--- config.mk ---
export PLATFORM = sky130hd
export DESIGN_NAME = sng_bank8
export DESIGN_NICKNAME = d
export VERILOG_FILES = /design/src/rtl/sng_pkg.sv /design/src/rtl/sng_lfsr.sv /design/src/rtl/sng_bank8.sv
export SDC_FILE = /design/constraint.sdc
export NUM_CORES = 1
export LEC_CHECK = 0
export BUFFER_PORTS_ARGS = -buffer_cell sky130_fd_sc_hd__buf_4
export CAP_MARGIN = 20
export CORE_MARGIN = 1
export CORE_UTILIZATION = 51
export CTS_CLUSTER_SIZE = 24
export DETAILED_ROUTE_END_ITERATION = 8
export PLACE_DENSITY = 0.76
export SETUP_SLACK_MARGIN = 0.3
export SYNTH_ARGS = -nofsm -noshare
export SYNTH_HDL_FRONTEND = slang
export SYNTH_SLANG_ARGS = --single-unit
export TNS_END_PERCENT = 1
--- constraint.sdc ---
create_clock -name clk -period 4.1 [get_ports clk]
set_input_delay 1.23 -clock clk [delete_from_list [all_inputs] [get_ports clk]]
set_output_delay 1.23 -clock clk [all_outputs]
set_load 0.005 [all_outputs]
--- src/rtl/sng_pkg.sv ---
// rtl/sng_pkg.sv - shared types, LFSR tap table and stream length helper for the stochastic number generator
package sng_pkg;

    typedef enum logic {IDLE, RUN} sng_state_e;

    // Maximal-length Fibonacci feedback masks, bit k set means state[k] feeds the XOR
    localparam logic [11:0] LFSR_TAPS [4:12] = '{
        12'h00C, 12'h014, 12'h030, 12'h060, 12'h0B8,
        12'h110, 12'h240, 12'h500, 12'h829
    };

    function automatic int stream_len(input int width);
        return (1 << width) - 1;
    endfunction

endpackage

--- src/rtl/sng_lfsr.sv ---
// rtl/sng_lfsr.sv - Fibonacci maximal-length LFSR with load-to-seed priority over step
module sng_lfsr
    import sng_pkg::*;
#(
    parameter int WIDTH = 8,
    parameter int SEED  = 1
) (
    input  logic             clk,
    input  logic             rst,
    input  logic             load,
    input  logic             step,
    output logic [WIDTH-1:0] state
);

    localparam logic [WIDTH-1:0] TAPS   = LFSR_TAPS[WIDTH][WIDTH-1:0];
    localparam logic [WIDTH-1:0] SEED_V = WIDTH'(SEED);

    logic feedback;

    assign feedback = ^(state & TAPS);

    always_ff @(posedge clk) begin
        if (rst) begin
            state <= SEED_V;
        end else if (load) begin
            state <= SEED_V;
        end else if (step) begin
            state <= {state[WIDTH-2:0], feedback};
        end
    end

endmodule

--- src/rtl/sng_bank8.sv ---
// rtl/sng_bank8.sv - eight-lane unipolar stochastic number generator; SNG_LANE_ROTATE_EN enables per-lane LFSR rotation
module sng_bank8
    import sng_pkg::*;
#(
    parameter int WIDTH = 8,
    parameter int SEED  = 1
) (
    input  logic               clk,
    input  logic               rst,
    input  logic               in_valid,
    output logic               in_ready,
    input  logic [8*WIDTH-1:0] in_val,
    input  logic               out_ready,
    output logic               out_valid,
    output logic [7:0]         out_bits,
    output logic               out_last
);

    localparam logic [WIDTH-1:0] CNT_LAST = WIDTH'(stream_len(WIDTH) - 1);

    sng_state_e       state, state_nxt;
    logic [WIDTH-1:0] cnt;
    logic [WIDTH-1:0] val_q [8];
    logic [WIDTH-1:0] r_lane [8];
    logic [WIDTH-1:0] lfsr_state;
    logic             is_last;
    logic             beat;
    logic             accept;

    assign is_last = (state == RUN) && (cnt == CNT_LAST);
    assign beat    = (state == RUN) && out_ready;
    assign accept  = in_valid && in_ready;

    sng_lfsr #(.WIDTH(WIDTH), .SEED(SEED)) u_lfsr (
        .clk   (clk),
        .rst   (rst),
        .load  (accept),
        .step  (beat),
        .state (lfsr_state)
    );

    // Every lane sees a permutation of 1..L, so ones counts stay exact in both modes
    for (genvar i = 0; i < 8; i++) begin : g_lane
`ifdef SNG_LANE_ROTATE_EN
        localparam int K = i % WIDTH;
        if (K == 0) begin : g_norot
            assign r_lane[i] = lfsr_state;
        end else begin : g_rot
            assign r_lane[i] = {lfsr_state[WIDTH-1-K:0], lfsr_state[WIDTH-1:WIDTH-K]};
        end
`else
        assign r_lane[i] = lfsr_state;
`endif
    end

    always_ff @(posedge clk) begin
        if (rst) begin
            state <= IDLE;
        end else begin
            state <= state_nxt;
        end
    end

    always_comb begin
        state_nxt = state;
        case (state)
            IDLE: if (in_valid) state_nxt = RUN;
            RUN:  if (beat && is_last && !in_valid) state_nxt = IDLE;
            default: state_nxt = IDLE;
        endcase
    end

    always_comb begin
        out_valid = (state == RUN);
        out_last  = is_last;
        in_ready  = (state == IDLE) || (is_last && out_ready);
        out_bits  = '0;
        for (int i = 0; i < 8; i++) begin
            out_bits[i] = (state == RUN) && (r_lane[i] <= val_q[i]);
        end
    end

    always_ff @(posedge clk) begin
        if (rst) begin
            cnt <= '0;
        end else if (accept || (beat && is_last)) begin
            cnt <= '0;
        end else if (beat) begin
            cnt <= cnt + 1'b1;
        end
    end

    always_ff @(posedge clk) begin
        if (rst) begin
            for (int i = 0; i < 8; i++) val_q[i] <= '0;
        end else if (accept) begin
            for (int i = 0; i < 8; i++) val_q[i] <= in_val[i*WIDTH +: WIDTH];
        end
    end

endmodule

==> metrics, run 1 <==
Mapped Area 0.00474 mm2; Top FF cell, synth edfxtp_1; postcts setup bufs 0; WP data required 2.87 ns; power share of the clock group 34.8%; CP Cell Sequence ha_1, and3_1, a221o_1, a21oi_1, o21a_1, buf_4; critical path startpoint category register; synth top area cells edfxtp_1 41%, ha_1 17%, dfxtp_1 7.2%, and2_1 6.5%, inv_1 5.2%; fill count 704; Ys Warns 0; post-synthesis register bit count 81; area of the multi-input gates 0.00218 mm2; drt pass-1 iters 9; DR WL/cell 14.8 um; vias in the first global route 3416; Comb power frac 13.3%; period utilisation layout 86.1%; Post-DRT Antenna Nets 0; total number of vias 3388; FF/Latch Area 0.00226 mm2; row cnt 34; cts repair resizes 0; Final Slew Violations 0; DRT Wirelength 9.55 mm; first-pass GRT wire length 15.6 mm; core region area 0.00885 mm2; skew final 0.00721 ns; cts bufs inserted 9; H-tree depth 3; routability cong. 0.827; syn avg cell area 10.5 um2; Levels on crit path 6; LEAKAGE 2.63 nW; CP Capture Type output port; Netlist cell types 32; Antenna Cells 0; final setup fails 0; fin nets 664; crit path launch u_lfsr.state[3]$_SDFFE_PP0P_; Placement Setup Slack 0.964 ns; Starting Density 53.6%; total track usage 20.9%; crit path DAT 2.30 ns; # hold bufs at CTS 0; EDFF count, synth 64; Setup WS post-layout 0.570 ns; fmax 0.283 GHz; status finished, final reports clean; r2r worst-path depth 4; CTS Buffer Depth 2; Net Switching 0.436 mW; worst r2r src out_valid$_SDFF_PP0_; die area 0.00969 mm2; r2r setup slk 1.52 ns; DR DRC count 0; RSZ-0062 raised after global routing no; sequential share of the synthesized area 47.7%; I/O Pins 79; Fin. Hold Viols 0; Sw Share 23.5%; clk_lat worst skew 0.36 ns; CP Class reg2out; sequential power share 51.9%; setup_tns 0 ns; largest net degree at the start of global routing 59; initial antenna violation count 0; dominant cell type by area after synthesis edfxtp_1; CTS tree yes; cell count after synthesis 450; max-cap viol count 0; port bufs 78; IR drop worst, VDD 0.161 mV; Max-slew headroom 46.8%; most frequent cells in the layout 79 x buf_4, 66 x inv_1, 66 x ha_1; share of the synthesized area in the top cell type 40.5%; share of cells above drive strength 1 18.5%; Clock Pin Slew Worst Setup and Hold Paths 0.08 ns; cell family with most CP delay flip-flops; critical path's slowest cell dfxtp_1; Buf/Inv on CP 1; DR vias/cell 5.27; crit path max fanout 11; post-synthesis net count 584; final worst path period need 3.53 ns; Critical Path End out_bits[1]; Tightest Pin Transition 0.796 ns; fraction of registers with async set/reset 0%; # clock sinks 81; Hold Crit Class reg2reg; hold slack 0.475 ns; internal power 1.42 mW; remaining global-route overflow 0; worst r2r dst val_q[0][11]$_SDFFCE_PN0P_; Pwr Total 1.86 mW; total power divided by cell area 328 mW/mm2; Root Buffer clkbuf_8; most common cell after layout, fill and taps aside buf_4; Final HPWL DP 6.78 mm; P&R area growth vs syn 19.3%; worst stage delay on the critical path 0.67 ns; initial DRC count 152; die height 98.4 um; Die X 98.4 um
==> power by group through the flow <==
| stage | Sequential [mW] | Clock (mW) | Combinational [mW] |
|---|---|---|---|
| after global routing | 0.968 | 0.681 | 0.280 |
| final | 0.964 | 0.647 | 0.247 |
| after global placement | 0.980 | 0 | 0.235 |
| after CTS | 0.964 | 0.654 | 0.250 |
| after detailed placement | 0.983 | 0 | 0.248 |
| after floorplan | 0.973 | 0 | 0.148 |
==> per-layer routing <==
layer  share of wire [%]  GRT usage (%)  wire length [um]  vias to the layer above
met5                   0              0                 0                        -
met4                 1.6           7.12               152                        0
met3                 5.4           3.33               515                       16
met2                  50           36.7              4790                       88
met1                  43           26.3              4090                     1574
li1                    -              -                 -                     1710
==> sequential cells by signal, summed over array words and instances (netlist names) <==
signal	flops
out_valid	1
val_q	64
u_lfsr.state	8
cnt	8
==> logic make-up (layout without fill, tap and decap cells) <==
| group | Yosys count | in the layout | synth area share, % |
|---|---|---|---|
| simple gates | 147 | 147 | 17.1 |
| flops | 81 | 81 | 47.7 |
| buf+inv | 77 | 162 | 6.57 |
| fa+ha+maj | 66 | 66 | 17.4 |
| compound gates | 66 | 66 | 8.70 |
| xor+xnor | 10 | 10 | 1.85 |
| mux | 3 | 3 | 0.633 |
==> synth_stat cells, drive strengths merged (2+ instances only) <==
| library cell | instances |
|---|---|
| o21a | 5 |
| o22ai | 3 |
| buf | 4 |
| and3 | 9 |
| inv | 66 |
| o21ai | 17 |
| dfxtp | 17 |
| xnor2 | 5 |
| a21o | 6 |
| a221o | 3 |
| and2 | 49 |
| o311a | 3 |
| clkbuf | 7 |
| nor2 | 21 |
| edfxtp | 64 |
| xor2 | 5 |
| nand3 | 6 |
| nand4 | 14 |
| nor3b | 2 |
| nor2b | 22 |
| ha | 66 |
| nand2 | 24 |
| a21oi | 23 |
| a211oi | 4 |
| mux2i | 3 |
==> worst min path at each step <==
| stage | startpoint | endpoint | slack [ns] | cells past startpoint |
|---|---|---|---|---|
| after floorplan | u_lfsr.state[0]$_SDFFE_PP1P_ | u_lfsr.state[1]$_SDFFE_PP0P_ | 0.45 | 2 |
| after global placement | u_lfsr.state[0]$_SDFFE_PP1P_ | u_lfsr.state[1]$_SDFFE_PP0P_ | 0.46 | 2 |
| after detailed placement | u_lfsr.state[0]$_SDFFE_PP1P_ | u_lfsr.state[1]$_SDFFE_PP0P_ | 0.46 | 2 |
| after CTS | u_lfsr.state[0]$_SDFFE_PP1P_ | u_lfsr.state[1]$_SDFFE_PP0P_ | 0.48 | 2 |
| after global routing | u_lfsr.state[0]$_SDFFE_PP1P_ | u_lfsr.state[1]$_SDFFE_PP0P_ | 0.51 | 2 |
| final | u_lfsr.state[0]$_SDFFE_PP1P_ | u_lfsr.state[1]$_SDFFE_PP0P_ | 0.48 | 2 |
==> through the flow <==
stage                     std cells  area [um2]  util [%]
after floorplan                 450        4740         -
after global placement          627        5440      61.4
after detailed placement        627        5440      61.4
after CTS                       643        5660      64.0
after global routing            643        5660      64.0
final                           643        5660      64.0
==> worst min-delay path: cells and delay by family, from the launching register on <==
| kind | cells | cell delay (ns) |
|---|---|---|
| AND/OR/NAND/NOR | 1 | 0.06 |
| AO/OA/AOI/OAI | 1 | 0.05 |
| flip-flops | 1 | 0.33 |
==> area by class of cell <==
class / instances / share of cell area (%)
timing repair buffer: 80 / 10.8
sequential: 81 / 40.0
multi-input combinational: 292 / 38.5
clock inverter: 3 / 0.796
clock buffer: 13 / 3.18
tap: 108 / 2.39
inverter: 66 / 4.38
(Power assumes the default switching activity.)
==> run 2, diff against run 1 <==
--- a/config.mk
+++ b/config.mk
@@ -11,7 +11,9 @@
 export CORE_UTILIZATION = 51
 export CTS_CLUSTER_SIZE = 24
 export DETAILED_ROUTE_END_ITERATION = 8
-export PLACE_DENSITY = 0.76
+export GPL_ROUTABILITY_DRIVEN = 0
+export HOLD_SLACK_MARGIN = 0.02
+export PLACE_DENSITY_LB_ADDON = 0.25
 export SETUP_SLACK_MARGIN = 0.3
 export SYNTH_ARGS = -nofsm -noshare
 export SYNTH_HDL_FRONTEND = slang
==> metrics, run 2 (synthesized netlist as in run 1, its figures left out) <==
setup_tns 0 ns (unchanged); drt pass-1 iters 6 (-3); CP Cell Sequence ha_1, a21o_1, a221o_1, a21oi_1, o21a_1, buf_4; Root Buffer clkbuf_8; die area 0.00969 mm2 (unchanged); I/O Pins 79 (unchanged); DR DRC count 0 (unchanged); initial DRC count 109 (-28%); Clock Pin Slew Worst Setup and Hold Paths 0.08 ns (about the same); max-cap viol count 0 (unchanged); fin nets 665 (+0.15%); Starting Density 53.6% (unchanged); CP Class reg2out; total number of vias 3352 (-1.1%); CTS Buffer Depth 2 (unchanged); final setup fails 0 (unchanged); CP Capture Type output port; critical path's slowest cell dfxtp_1; Largest regs val_q (64), cnt (8), u_lfsr.state (8); H-tree depth 3 (unchanged); hold slack 0.484 ns (+0.00834 ns); total power divided by cell area 315 mW/mm2 (-4.1%); period utilisation layout 84.2% (-1.8 points); Hold Crit Class reg2reg; first-pass GRT wire length 15.4 mm (-1.4%); status finished, final reports clean; Largest Register val_q; LEAKAGE 2.63 nW (-0.14%); Max-slew headroom 49.9% (+3.0 points); largest net degree at the start of global routing 73 (+24%); cts repair resizes 0 (unchanged); port bufs 78 (unchanged); Tightest Pin Transition 0.751 ns (-0.0454 ns); Finished Layout Cells 644 (+0.16%); Setup WS post-layout 0.646 ns (+0.0754 ns); DP Area 0.00544 mm2 (+0.14%); Fin. Hold Viols 0 (unchanged); critical path startpoint category register; DRT Wirelength 9.17 mm (-4.0%); final worst path period need 3.45 ns (-0.0754 ns); row cnt 34 (unchanged); share of cells above drive strength 1 18.5% (-0.035 points); crit path max fanout 10 (-1); fin area 0.00563 mm2 (-0.57%); Final HPWL DP 6.37 mm (-6.1%); remaining global-route overflow 0 (unchanged); vias in the first global route 3255 (-4.7%); fmax 0.290 GHz (+2.2%); Post-DRT Antenna Nets 0 (unchanged); Antenna Cells 0 (unchanged); Placed Cells 628 (+0.16%); worst stage delay on the critical path 0.63 ns (-0.04 ns); Pwr Total 1.77 mW (-4.7%); # clock sinks 81 (unchanged); Final Slew Violations 0 (unchanged); Placement Setup Slack 0.943 ns (-0.0210 ns); DR WL/cell 14.2 um (-4.2%); IR drop worst, VDD 0.206 mV (+28%); clk_lat worst skew 0.35 ns (about the same); skew final 0.00687 ns (-0.000346 ns); r2r setup slk 1.31 ns (-0.21 ns); DR vias/cell 5.20 (-1.2%); max reg flops 64 (unchanged); core region area 0.00885 mm2 (unchanged); most common cell after layout, fill and taps aside buf_4; Die X 98.4 um (unchanged); final design utilization 63.6% (-0.37 points); crit path DAT 2.22 ns (-0.08 ns); postcts setup bufs 0 (unchanged); initial antenna violation count 0 (unchanged); die height 98.4 um (unchanged); RSZ-0062 raised after global routing no; # hold bufs at CTS 0 (unchanged); WP data required 2.87 ns (about the same); CTS tree yes; most frequent cells in the layout 80 x buf_4, 66 x inv_1, 66 x ha_1; total track usage 20.5% (-0.37 points); P&R area growth vs syn 18.6%; cts bufs inserted 9 (unchanged)
[run 2: cell count changes in the layout (fill, tap and decap cells not counted), moves of 2 or more]
| cell | before | now |
|---|---|---|
| clkinvlp_4 | 2 | 0 |
| clkinv_2 | 0 | 3 |
| clkbuf_8 | 11 | 9 |
| clkinv_1 | 0 | 2 |
[run 2: layout make-up]
class,instances,area (um2)
Tap cell,108,135
Inverter,66,248
Fill cell,750,3220
Multi-Input combinational cell,292,2180
Timing Repair Buffer,81,621
Clock inverter,7,61.3
Clock buffer,9,124
Sequential cell,81,2260
[run 2: worst max-delay path: cells and delay by family, from the launching register on]
kind            cells  cell delay (ns)
compound gates      4             0.81
flops               1             0.63
fa+ha+maj           1             0.33
buf+inv             1             0.11
[run 2: power breakdown]
| part | internal (mW) | switching (mW) |
|---|---|---|
| combinational | 0.128 | 0.118 |
| clock | 0.275 | 0.287 |
| sequential | 0.942 | 0.0209 |
[run 2: routing by layer]
metal | GRT usage [%] | part of all wire [%] | up-vias
met5 | 0 | 0 | -
met4 | 7.23 | 1.3 | 0
met3 | 4.04 | 4.2 | 9
met2 | 33.5 | 48 | 72
met1 | 27.4 | 47 | 1561
li1 | - | - | 1710
[run 2: final timing paths]
kind                           startpoint                            to  depth (start not counted)
max          u_lfsr.state[2]$_SDFFE_PP0P_                   out_bits[0]                          6
min          u_lfsr.state[0]$_SDFFE_PP1P_  u_lfsr.state[1]$_SDFFE_PP0P_                          2
max reg2reg          out_valid$_SDFF_PP0_    val_q[0][10]$_SDFFCE_PN0P_                          5
min reg2reg  u_lfsr.state[0]$_SDFFE_PP1P_  u_lfsr.state[1]$_SDFFE_PP0P_                          2
